[config.mk]
export PLATFORM = sky130hd
export DESIGN_NAME = frame_buf_ctrl_flat
export DESIGN_NICKNAME = d
export VERILOG_FILES = /design/src/rtl/frame_buf_ctrl_pkg.sv /design/src/rtl/frame_buf_ctrl_if.sv /design/src/rtl/frame_buf_ctrl_addr_seq.sv /design/src/rtl/frame_buf_ctrl.sv /design/src/flat_wrapper.sv
export SDC_FILE = /design/constraint.sdc
export NUM_CORES = 1
export LEC_CHECK = 0
export CAP_MARGIN = 10
export CORE_MARGIN = 5
export CORE_UTILIZATION = 48
export CTS_CLUSTER_DIAMETER = 50
export DETAILED_ROUTE_END_ITERATION = 16
export PLACE_DENSITY = 0.77
export SYNTH_ARGS = -nofsm -noshare
export SYNTH_HDL_FRONTEND = slang
export SYNTH_SLANG_ARGS = --single-unit
[constraint.sdc]
create_clock -name clk -period 2 [get_ports clk]
set_clock_uncertainty 0.05 [all_clocks]
set_input_delay 0.4 -clock clk [delete_from_list [all_inputs] [get_ports clk]]
set_output_delay 0.4 -clock clk [all_outputs]
set_load 0.02 [all_outputs]
[src/rtl/frame_buf_ctrl_pkg.sv]
`default_nettype none
// ============================================================================
//  Module      : frame_buf_ctrl_pkg
//  Description : Shared encodings for the frame buffer scheduler: bank status,
//                writer/reader FSM states and memory enable polarity.
//  Revision    : 1.0 - initial release
// ============================================================================
package frame_buf_ctrl_pkg;

  // Per-bank ownership status
  typedef enum logic [1:0] {
    BANK_EMPTY   = 2'd0,
    BANK_FILLING = 2'd1,
    BANK_FULL    = 2'd2,
    BANK_READING = 2'd3
  } bank_state_e;

  // Writer FSM
  typedef enum logic [0:0] {
    W_IDLE = 1'b0,
    W_FILL = 1'b1
  } wr_state_e;

  // Reader FSM
  typedef enum logic [0:0] {
    R_IDLE = 1'b0,
    R_READ = 1'b1
  } rd_state_e;

  // data_mem enables are active-low
  localparam logic c_EN_ASSERT   = 1'b0;
  localparam logic c_EN_DEASSERT = 1'b1;

  // Advance a bank index around the ring of LIMIT banks
  function automatic int wrap_inc(input int idx, input int limit);
    return (idx + 1 >= limit) ? 0 : idx + 1;
  endfunction

endpackage
`default_nettype wire

[src/rtl/frame_buf_ctrl_if.sv]
`default_nettype none
// ============================================================================
//  Module      : frame_buf_ctrl_if
//  Description : Pixel writer / reader handshakes and data_mem bank controls.
//                slave = scheduler side, master = pixel client / memory side.
//  Revision    : 1.0 - initial release
// ============================================================================
interface frame_buf_ctrl_if #(
  parameter int ADDR_WIDTH = 3,
  parameter int BUF_W      = 1,
  parameter int CNT_W      = 8
) ();

  logic                  wr_valid;
  logic                  wr_ready;
  logic                  rd_req;
  logic                  rd_ready;
  logic                  rd_valid;
  logic                  rd_frame_start;
  logic                  rd_frame_end;
  logic                  mem_wr_en;
  logic [BUF_W-1:0]      mem_wr_buf;
  logic [ADDR_WIDTH-1:0] mem_wr_addr;
  logic                  mem_rd_en;
  logic [BUF_W-1:0]      mem_rd_buf;
  logic [ADDR_WIDTH-1:0] mem_rd_addr;
  logic [BUF_W:0]        frames_full;
  logic [CNT_W-1:0]      overflow_cnt;

  modport slave (
    input  wr_valid, rd_req,
    output wr_ready, rd_ready, rd_valid, rd_frame_start, rd_frame_end,
           mem_wr_en, mem_wr_buf, mem_wr_addr,
           mem_rd_en, mem_rd_buf, mem_rd_addr,
           frames_full, overflow_cnt
  );

  modport master (
    output wr_valid, rd_req,
    input  wr_ready, rd_ready, rd_valid, rd_frame_start, rd_frame_end,
           mem_wr_en, mem_wr_buf, mem_wr_addr,
           mem_rd_en, mem_rd_buf, mem_rd_addr,
           frames_full, overflow_cnt
  );

endinterface
`default_nettype wire

[src/rtl/frame_buf_ctrl_addr_seq.sv]
`default_nettype none
// ============================================================================
//  Module      : frame_addr_seq
//  Description : Per-frame word address counter: load-zero on bank claim,
//                increment on accepted handshake, flags the last word.
//  Revision    : 1.0 - initial release
// ============================================================================
module frame_addr_seq #(
  parameter int ADDR_WIDTH = 3
) (
  input  wire logic                  clk,
  input  wire logic                  reset,
  input  wire logic                  clear_i,
  input  wire logic                  inc_i,
  output logic      [ADDR_WIDTH-1:0] addr_o,
  output logic                       last_o
);

  logic [ADDR_WIDTH-1:0] addr_q;
  logic [ADDR_WIDTH-1:0] addr_d;

  // Clear wins over increment; the last-word increment wraps back to zero
  always_comb begin
    addr_d = addr_q;
    if (clear_i) begin
      addr_d = '0;
    end else if (inc_i) begin
      addr_d = addr_q + 1'b1;
    end
  end

  // Address register
  always_ff @(posedge clk) begin
    if (reset) begin
      addr_q <= '0;
    end else begin
      addr_q <= addr_d;
    end
  end

  assign addr_o = addr_q;
  assign last_o = &addr_q;

endmodule
`default_nettype wire

[src/rtl/frame_buf_ctrl.sv]
`default_nettype none
// ============================================================================
//  Module      : frame_buf_ctrl
//  Description : N-bank ping-pong frame scheduler. Writer fills banks in ring
//                order, reader drains completed banks in the same order.
//                Bank status is registered so a hand-over between writer and
//                reader always takes at least one cycle.
//  Revision    : 1.0 - initial release
// ============================================================================
module frame_buf_ctrl
  import frame_buf_ctrl_pkg::*;
#(
  parameter int ADDR_WIDTH = 3,
  parameter int NUM_BUFS   = 2,
  parameter int BUF_W      = 1,
  parameter int CNT_W      = 8
) (
  input wire logic         clk,
  input wire logic         reset,
  frame_buf_ctrl_if.slave  bus
);

  bank_state_e           bank_q [NUM_BUFS];
  wr_state_e             w_state_q;
  rd_state_e             r_state_q;
  logic [BUF_W-1:0]      w_buf_q;
  logic [BUF_W-1:0]      r_buf_q;
  logic                  rd_valid_q;
  logic                  rd_start_q;
  logic                  rd_end_q;
  logic [CNT_W-1:0]      ovf_q;
  logic [CNT_W-1:0]      ovf_d;
  logic [BUF_W:0]        full_cnt;

  logic                  w_wr_ready;
  logic                  w_rd_ready;
  logic                  w_wr_acc;
  logic                  w_rd_acc;
  logic                  w_wr_claim;
  logic                  w_rd_claim;
  logic [ADDR_WIDTH-1:0] w_wr_addr;
  logic [ADDR_WIDTH-1:0] w_rd_addr;
  logic                  w_wr_last;
  logic                  w_rd_last;

  assign w_wr_ready = (w_state_q == W_FILL);
  assign w_rd_ready = (r_state_q == R_READ);
  assign w_wr_acc   = bus.wr_valid & w_wr_ready;
  assign w_rd_acc   = bus.rd_req & w_rd_ready;
  assign w_wr_claim = (w_state_q == W_IDLE) && (bank_q[w_buf_q] == BANK_EMPTY);
  assign w_rd_claim = (r_state_q == R_IDLE) && (bank_q[r_buf_q] == BANK_FULL);

  frame_addr_seq #(.ADDR_WIDTH(ADDR_WIDTH)) u_wr_addr (
    .clk     (clk),
    .reset   (reset),
    .clear_i (w_wr_claim),
    .inc_i   (w_wr_acc),
    .addr_o  (w_wr_addr),
    .last_o  (w_wr_last)
  );

  frame_addr_seq #(.ADDR_WIDTH(ADDR_WIDTH)) u_rd_addr (
    .clk     (clk),
    .reset   (reset),
    .clear_i (w_rd_claim),
    .inc_i   (w_rd_acc),
    .addr_o  (w_rd_addr),
    .last_o  (w_rd_last)
  );

  // Writer and reader FSMs share the bank status table; they only ever
  // touch banks in different states, so their updates never collide
  always_ff @(posedge clk) begin
    if (reset) begin
      for (int i = 0; i < NUM_BUFS; i++) begin
        bank_q[i] <= BANK_EMPTY;
      end
      w_state_q  <= W_IDLE;
      r_state_q  <= R_IDLE;
      w_buf_q    <= '0;
      r_buf_q    <= '0;
      rd_valid_q <= 1'b0;
      rd_start_q <= 1'b0;
      rd_end_q   <= 1'b0;
    end else begin
      case (w_state_q)
        W_IDLE: begin
          if (w_wr_claim) begin
            bank_q[w_buf_q] <= BANK_FILLING;
            w_state_q       <= W_FILL;
          end
        end
        W_FILL: begin
          if (w_wr_acc && w_wr_last) begin
            bank_q[w_buf_q] <= BANK_FULL;
            w_buf_q         <= BUF_W'(wrap_inc(int'(w_buf_q), NUM_BUFS));
            w_state_q       <= W_IDLE;
          end
        end
        default: w_state_q <= W_IDLE;
      endcase

      case (r_state_q)
        R_IDLE: begin
          if (w_rd_claim) begin
            bank_q[r_buf_q] <= BANK_READING;
            r_state_q       <= R_READ;
          end
        end
        R_READ: begin
          if (w_rd_acc && w_rd_last) begin
            bank_q[r_buf_q] <= BANK_EMPTY;
            r_buf_q         <= BUF_W'(wrap_inc(int'(r_buf_q), NUM_BUFS));
            r_state_q       <= R_IDLE;
          end
        end
        default: r_state_q <= R_IDLE;
      endcase

      // Read data appears one cycle after the accepted request
      rd_valid_q <= w_rd_acc;
      rd_start_q <= w_rd_acc && (w_rd_addr == '0);
      rd_end_q   <= w_rd_acc && w_rd_last;
    end
  end

  // Saturating count of writer words offered while no bank is open
  always_comb begin
    ovf_d = ovf_q;
    if (bus.wr_valid && !w_wr_ready && !(&ovf_q)) begin
      ovf_d = ovf_q + 1'b1;
    end
  end

  // Overflow counter register
  always_ff @(posedge clk) begin
    if (reset) begin
      ovf_q <= '0;
    end else begin
      ovf_q <= ovf_d;
    end
  end

  // Number of completed frames waiting for the reader
  always_comb begin
    full_cnt = '0;
    for (int i = 0; i < NUM_BUFS; i++) begin
      if (bank_q[i] == BANK_FULL) begin
        full_cnt = full_cnt + 1'b1;
      end
    end
  end

  assign bus.wr_ready       = w_wr_ready;
  assign bus.rd_ready       = w_rd_ready;
  assign bus.rd_valid       = rd_valid_q;
  assign bus.rd_frame_start = rd_start_q;
  assign bus.rd_frame_end   = rd_end_q;
  assign bus.mem_wr_en      = w_wr_acc ? c_EN_ASSERT : c_EN_DEASSERT;
  assign bus.mem_wr_buf     = w_buf_q;
  assign bus.mem_wr_addr    = w_wr_addr;
  assign bus.mem_rd_en      = w_rd_acc ? c_EN_ASSERT : c_EN_DEASSERT;
  assign bus.mem_rd_buf     = r_buf_q;
  assign bus.mem_rd_addr    = w_rd_addr;
  assign bus.frames_full    = full_cnt;
  assign bus.overflow_cnt   = ovf_q;

endmodule
`default_nettype wire

[src/flat_wrapper.sv]
// flat-port wrapper written by rule: the top's interface ports become plain ports
module frame_buf_ctrl_flat import frame_buf_ctrl_pkg::*;
#(
  parameter int ADDR_WIDTH = 3,
  parameter int NUM_BUFS   = 2,
  parameter int BUF_W      = 1,
  parameter int CNT_W      = 8
)
  (clk, reset, bus_wr_valid, bus_rd_req, bus_wr_ready, bus_rd_ready, bus_rd_valid, bus_rd_frame_start, bus_rd_frame_end, bus_mem_wr_en, bus_mem_wr_buf, bus_mem_wr_addr, bus_mem_rd_en, bus_mem_rd_buf, bus_mem_rd_addr, bus_frames_full, bus_overflow_cnt);
  frame_buf_ctrl_if #(.ADDR_WIDTH(ADDR_WIDTH), .BUF_W(BUF_W), .CNT_W(CNT_W)) bus_i ();
  input wire logic clk;
  input wire logic reset;
  input wire logic [$bits(bus_i.wr_valid)-1:0] bus_wr_valid;
  input wire logic [$bits(bus_i.rd_req)-1:0] bus_rd_req;
  output wire logic [$bits(bus_i.wr_ready)-1:0] bus_wr_ready;
  output wire logic [$bits(bus_i.rd_ready)-1:0] bus_rd_ready;
  output wire logic [$bits(bus_i.rd_valid)-1:0] bus_rd_valid;
  output wire logic [$bits(bus_i.rd_frame_start)-1:0] bus_rd_frame_start;
  output wire logic [$bits(bus_i.rd_frame_end)-1:0] bus_rd_frame_end;
  output wire logic [$bits(bus_i.mem_wr_en)-1:0] bus_mem_wr_en;
  output wire logic [$bits(bus_i.mem_wr_buf)-1:0] bus_mem_wr_buf;
  output wire logic [$bits(bus_i.mem_wr_addr)-1:0] bus_mem_wr_addr;
  output wire logic [$bits(bus_i.mem_rd_en)-1:0] bus_mem_rd_en;
  output wire logic [$bits(bus_i.mem_rd_buf)-1:0] bus_mem_rd_buf;
  output wire logic [$bits(bus_i.mem_rd_addr)-1:0] bus_mem_rd_addr;
  output wire logic [$bits(bus_i.frames_full)-1:0] bus_frames_full;
  output wire logic [$bits(bus_i.overflow_cnt)-1:0] bus_overflow_cnt;
  assign bus_i.wr_valid = bus_wr_valid;
  assign bus_i.rd_req = bus_rd_req;
  assign bus_wr_ready = bus_i.wr_ready;
  assign bus_rd_ready = bus_i.rd_ready;
  assign bus_rd_valid = bus_i.rd_valid;
  assign bus_rd_frame_start = bus_i.rd_frame_start;
  assign bus_rd_frame_end = bus_i.rd_frame_end;
  assign bus_mem_wr_en = bus_i.mem_wr_en;
  assign bus_mem_wr_buf = bus_i.mem_wr_buf;
  assign bus_mem_wr_addr = bus_i.mem_wr_addr;
  assign bus_mem_rd_en = bus_i.mem_rd_en;
  assign bus_mem_rd_buf = bus_i.mem_rd_buf;
  assign bus_mem_rd_addr = bus_i.mem_rd_addr;
  assign bus_frames_full = bus_i.frames_full;
  assign bus_overflow_cnt = bus_i.overflow_cnt;
  frame_buf_ctrl #(.ADDR_WIDTH(ADDR_WIDTH), .NUM_BUFS(NUM_BUFS), .BUF_W(BUF_W), .CNT_W(CNT_W)) u_core (.clk(clk), .reset(reset), .bus(bus_i));
endmodule
==> out/qor.csv, run 1 <==
metric;value;unit
p_total;0.00138;W
required;1.55;ns
cp-start-kind;flop;
io_pins;29;
worstSkewPairLatency;0.32;ns
syn-num-nets;145;
drt_iter0_drc;41;
synth_area_leaders;dfxtp_1 37%, edfxtp_1 9.6%, ha_1 7.0%, a21oi_1 5.2%, nand2_1 4.5%;
yosysTopAreaCellShare;36.8;%
grt_max_degree;22;
dpl.hpwl;1970;microns
synth_seq_cells;27;
period_needed;1.94;ns
cts-root-buf;clkbuf_4;
drive_gt1_share;9.47;%
nets;181;
ant_nets;0;
wl_per_cell;13.0;microns
grt_pass1_wl;4320;microns
n_antenna_cell;0;
clock_sink_count;27;
antenna_found_initial;0;
fin_crit_sh;96.9;%
run_status;finished clean;
max_stage_delay;0.66;ns
dr.pass1.iters;4;
crit_chain;clkdlybuf4s50_1;
grt_overflow_total;0;
final-setup-viol-count;0;
place.gp.congestion;0.838;
chipWidth;61.1;microns
clk_path_buf_depth;2;
ys_seq_area_share;46.4;%
wirelength;2590;microns
cap_violations;0;
tightestPinTransition;0.552;ns
netlist-cell-type-count;36;
rsz0062_at_grt;no;
synth_area_leader_cell;dfxtp_1;
htreeDepth;1;
crit_arrival;1.49;ns
clk_pin_slew;0.14;ns
yosysWarnings;0;
drv_slew;0;
cp-end-kind;output pin;
vdd_drop_max;560;uV
power.density;851;nW/um^2
stdcell_count;199;
fp.dieH;61.1;microns
place_inst;195;
vias;1066;
path_buf_inv;1;
syn_area;1250;sq um
path_class;reg -> out;
power.leakage;0.633;nW
syn_area_per_cell;9.34;sq um
slew_headroom;62.3;%
numCtsBuffers;3;
rows;18;
cts_tree;done;
drcViolationCount;0;
post_cts_buffers;0;
dieArea;3730;sq um
grt_pass1_vias;984;
track_usage;15.1;%
synthCells;134;
placement.io_buffers;28;
hold_path.class;reg -> reg;
hold_viol_final;0;
slowest_stage;clkdlybuf4s50_1;
fmax;516;MHz
fp.coreArea;2480;sq um
area.growth.synth_to_final;29.7;%
drt-vias-per-instance;5.36;
worstPathMaxFanout;8;
cp_top_family;buffers and inverters;
initial_core_util;50.5;%
[cell usage in the layout, fill, tap and decap left out, types with 4 or more instances in the layout]
| cell | n |
|---|---|
| nor2_1 | 12 |
| dfxtp_1 | 21 |
| inv_1 | 5 |
| edfxtp_1 | 4 |
| nand3_1 | 8 |
| a21oi_1 | 13 |
| buf_4 | 8 |
| clkdlybuf4s50_1 | 24 |
| xnor2_1 | 4 |
| ha_1 | 7 |
| nand2_1 | 15 |
[path summary, 6_finish.rpt]
| path | start | cells after the start | slack, ns | to |
|---|---|---|---|---|
| worst max-delay path | u_core.bus.overflow_cnt[3]$_SDFFE_PP0P_ | 1 | 0.06 | bus_overflow_cnt[3] |
| worst min-delay path | u_core.u_wr_addr.addr_o[1]$_SDFFE_PP0N_ | 2 | 0.44 | u_core.u_wr_addr.addr_o[1]$_SDFFE_PP0N_ |
| worst max register to register | u_core.bank_q[0][0]$_DFFE_PP_ | 4 | 0.19 | u_core.bank_q[0][0]$_DFFE_PP_ |
| worst min register to register | u_core.u_wr_addr.addr_o[1]$_SDFFE_PP0N_ | 2 | 0.44 | u_core.u_wr_addr.addr_o[1]$_SDFFE_PP0N_ |
[worst register-to-register path, cell delays in order, from the launching register on]
cell      delay, ns
edfxtp_1       0.43
or3b_2         0.49
a21o_1         0.26
a21oi_1        0.17
a211o_1        0.15
[cell families (layout without fill, tap and decap cells)]
kind of cell | count (synthesis) | count (layout) | share of synthesized area (%)
compound gates | 30 | 30 | 16.5
xor+xnor | 7 | 7 | 4.90
fa+ha+maj | 7 | 7 | 7.00
buf+inv | 10 | 45 | 3.60
flops | 27 | 27 | 46.4
mux | 1 | 1 | 0.800
simple gates | 52 | 52 | 20.8
[power by group]
group / internal [W] / leakage, nW / switching [W]
registers: 0.000620 / 0.229 / 0.0000708
logic: 0.000213 / 0.389 / 0.000245
clock network: 0.0000781 / 0.0150 / 0.000155
total: 0.000911 / 0.633 / 0.000471
[cell usage after synthesis]
master,count
a2111oi_0,2
a211o_1,3
a21o_1,1
a21oi_1,13
a221o_1,1
a41o_1,1
and3b_1,2
and4_1,1
buf_1,2
buf_6,1
clkbuf_1,2
dfxtp_1,23
edfxtp_1,4
ha_1,7
inv_1,5
mux2i_1,1
nand2_1,15
nand2b_1,3
nand3_1,8
nand3b_1,1
nand4_1,1
nor2_1,12
nor2b_1,2
nor3_1,2
nor3b_1,1
o21a_1,1
o21ai_0,1
o21ba_2,1
o21bai_1,2
o22a_1,2
o31ai_1,2
or3_1,1
or3b_2,1
or4_1,2
xnor2_1,4
xor2_1,3
[sequential cells by signal (all words and copies together) (netlist names), named ones only]
register,cells
u_core.bus.rd_frame_start,1
u_core.u_rd_addr.addr_o,3
u_core.u_wr_addr.addr_o,3
u_core.bus.mem_rd_buf,1
u_core.bus.mem_wr_buf,1
u_core.bus.rd_ready,1
u_core.bus.wr_ready,1
u_core.bus.rd_frame_end,1
u_core.bank_q,4
u_core.bus.overflow_cnt,8
u_core.bus.rd_valid,1
[metal layers]
metal	vias to the layer above	track usage [%]	part of all wire, %
li1	547	-	-
met1	481	21.0	48
met2	34	23.7	46
met3	4	2.94	5.2
met4	0	4.95	0.97
met5	-	0	0
[timing repair]
action                                  in CTS  in global routing
hold buffers                                 0                  0
resized for setup                            5                  3
endpoints found under the setup margin       5                  2
pin swaps                                    0                  0
[final cells by class]
type	count	area [sq um]
Fill cell	205	855
Multi-Input combinational cell	97	626
Sequential cell	27	583
Timing Repair Buffer	36	332
Tap cell	30	37.5
Clock buffer	4	26.3
Inverter	5	18.8
[through the flow]
stage               instance area (sq um)  TNS [ns]  setup WS, ns  hold slack, ns  util (%)
finish                               1620         0        0.0623           0.445      65.5
global route                         1620         0        0.0188           0.474      65.5
CTS                                  1630         0        0.0295           0.449      65.6
detailed placement                   1600    -0.104       -0.0354           0.427      64.7
global placement                     1600  -0.00720      -0.00720           0.421      64.7
floorplan                            1250         0         0.298           0.500         -
Note: power is estimated with default switching activity, not from simulation.
==> run 2, diff against run 1 <==
--- a/config.mk
+++ b/config.mk
@@ -10,7 +10,7 @@
 export CORE_UTILIZATION = 48
 export CTS_CLUSTER_DIAMETER = 50
 export DETAILED_ROUTE_END_ITERATION = 16
-export PLACE_DENSITY = 0.77
+export PLACE_DENSITY = 0.79
 export SYNTH_ARGS = -nofsm -noshare
 export SYNTH_HDL_FRONTEND = slang
 export SYNTH_SLANG_ARGS = --single-unit
==> run 2 against run 1 <==
  * Worst hold slack improved by 0.0028 ns
  * Via count barely moved
  * Count of clock-buffer cells in the layout did not move
  * Die area did not move
  * Global-route usage fell by 0.81 points
  * First-iteration DRC count fell by 51%
  * Utilization rose by 0.40 points
  * Sequential power fell by 0.7%
  * Highest routed layer unchanged
  * Final cell count did not move
  * Sequential share of layout area fell by 0.14 points
==> out/qor.csv, run 2 (synthesized netlist as in run 1, its figures left out) <==
metric;value;unit;change
final_cell_mix;24 x clkdlybuf4s50_1, 20 x dfxtp_1, 15 x nand2_1;;
cts-root-buf;clkbuf_4;;
min_path_cells;2;;unchanged
ant_nets;0;;unchanged
drt-vias-per-instance;5.35;;about the same
vdd_drop_max;567;uV;+1.4%
worst_slack;0.0879;ns;+0.0255 ns
drv_slew;0;;unchanged
drt_iter0_drc;20;;-51%
fin_crit_sh;95.6;%;-1.3 points
reg2regPathDepth;4;;unchanged
power.leakage;0.636;nW;+0.51%
fp.coreArea;2480;sq um;unchanged
r2r_end;u_core.bank_q[0][1]$_DFFE_PP_;;
chipWidth;61.1;microns;unchanged
worstSkewPairLatency;0.30;ns;-0.02 ns
clk_path_buf_depth;2;;unchanged
crit_chain;clkdlybuf4s50_1;;
grt_pass1_vias;997;;+1.3%
run_status;finished clean;;
tightestPinTransition;0.558;ns;+0.00681 ns
placement.io_buffers;28;;unchanged
hold_path_end;u_core.u_rd_addr.addr_o[2]$_SDFFE_PP0P_;;
hold_path.class;reg -> reg;;
slowest_stage;clkdlybuf4s50_1;;
clock_sink_count;27;;unchanged
io_pins;29;;unchanged
area.growth.synth_to_final;30.5;%;
numCtsBuffers;3;;unchanged
post_cts_buffers;0;;unchanged
track_usage;14.3;%;-0.81 points
grt_overflow_total;0;;unchanged
power.density;841;nW/um^2;-1.2%
vias;1065;;-0.094%
place.gp.congestion;0.738;;-12%
antenna_found_initial;0;;unchanged
regToRegSetupSlack;0.21;ns;+0.02 ns
wl_per_cell;12.4;microns;-4.8%
max_stage_delay;0.66;ns;about the same
grt_pass1_wl;4140;microns;-4.1%
worstPathMaxFanout;8;;unchanged
nets;181;;unchanged
slew_headroom;61.8;%;-0.47 points
place_inst;195;;unchanged
final-setup-viol-count;0;;unchanged
cap_violations;0;;unchanged
drcViolationCount;0;;unchanged
dieArea;3730;sq um;unchanged
p_total;0.00137;W;-0.57%
cts_tree;done;;
layout_commonest_cell;clkdlybuf4s50_1;;
rsz0062_at_grt;no;;
htreeDepth;1;;unchanged
drive_gt1_share;9.47;%;unchanged
fp.dieH;61.1;microns;unchanged
r2r_start;u_core.bank_q[0][0]$_DFFE_PP_;;
cp-start-kind;flop;;
n_antenna_cell;0;;unchanged
required;1.55;ns;about the same
grt_max_degree;22;;unchanged
path_class;reg -> out;;
rows;18;;unchanged
initial_core_util;50.5;%;unchanged
crit_arrival;1.46;ns;-0.03 ns
final_core_util;65.9;%;+0.40 points
path_buf_inv;1;;unchanged
largest_reg_flops;8;;unchanged
wirelength;2460;microns;-4.8%
fmax;523;MHz;+1.3%
hold_buffers;0;;unchanged
period_needed;1.91;ns;-0.0255 ns
dpl.hpwl;1950;microns;-0.84%
hold_viol_final;0;;unchanged
clk_pin_slew;0.13;ns;about the same
dr.pass1.iters;4;;unchanged
cp_top_family;buffers and inverters;;
worstHoldStart;u_core.u_rd_addr.addr_o[2]$_SDFFE_PP0P_;;
cp-end-kind;output pin;;
stdcell_count;199;;unchanged
place_ws;-0.0214;ns;+0.0140 ns
run 2: report_power, final:
part / switching [W] / internal (W)
Sequential: 0.0000661 / 0.000620
Combinational: 0.000243 / 0.000224
Clock: 0.000144 / 0.0000777
run 2: how the worst max path moves through the flow:
stage               cells after the start                             to                                    start  slack (ns)
CTS                                     3                  bus_mem_wr_en                             bus_wr_valid        0.01
floorplan                               4  u_core.bank_q[0][0]$_DFFE_PP_            u_core.bank_q[0][0]$_DFFE_PP_        0.30
detailed placement                      3                  bus_mem_rd_en                               bus_rd_req       -0.02
global placement                        3                  bus_mem_rd_en                               bus_rd_req      -0.004
finish                                  1            bus_overflow_cnt[3]  u_core.bus.overflow_cnt[3]$_SDFFE_PP0P_        0.09
global route                            1            bus_overflow_cnt[3]  u_core.bus.overflow_cnt[3]$_SDFFE_PP0P_        0.02
run 2: area by class of cell:
cell class                      count  area (sq um)
Inverter                            5          18.8
Multi-Input combinational cell     97           626
Timing Repair Buffer               36           340
Clock buffer                        4          26.3
Sequential cell                    27           584
Tap cell                           30          37.5
Fill cell                         218           845
run 2: repair_timing:
item,in CTS,in global routing
pin swaps,0,0
gates cloned,0,0
resized for setup,4,4
setup endpoints to repair,4,4
run 2: per-stage QoR:
step                setup TNS [ns]  instance area, sq um  hold WS (ns)
floorplan                        0                  1250         0.500
global route                     0                  1630         0.472
detailed placement         -0.0214                  1600         0.427
CTS                              0                  1630         0.451
finish                           0                  1630         0.448
global placement          -0.00368                  1600         0.421
run 2: metal layers:
layer | track usage [%] | wire, microns
met2 | 24.8 | 1210
met1 | 17.8 | 1130
met4 | 5.26 | 19
met3 | 2.52 | 112
met5 | 0 | 0
==> run 3, diff against run 2 <==
--- a/config.mk
+++ b/config.mk
@@ -10,6 +10,7 @@
 export CORE_UTILIZATION = 48
 export CTS_CLUSTER_DIAMETER = 50
 export DETAILED_ROUTE_END_ITERATION = 16
+export HOLD_SLACK_MARGIN = 0.15
 export PLACE_DENSITY = 0.79
 export SYNTH_ARGS = -nofsm -noshare
 export SYNTH_HDL_FRONTEND = slang
==> results of run 3 <==
The final DEF is identical to that of run 2; final timing and power are the same.
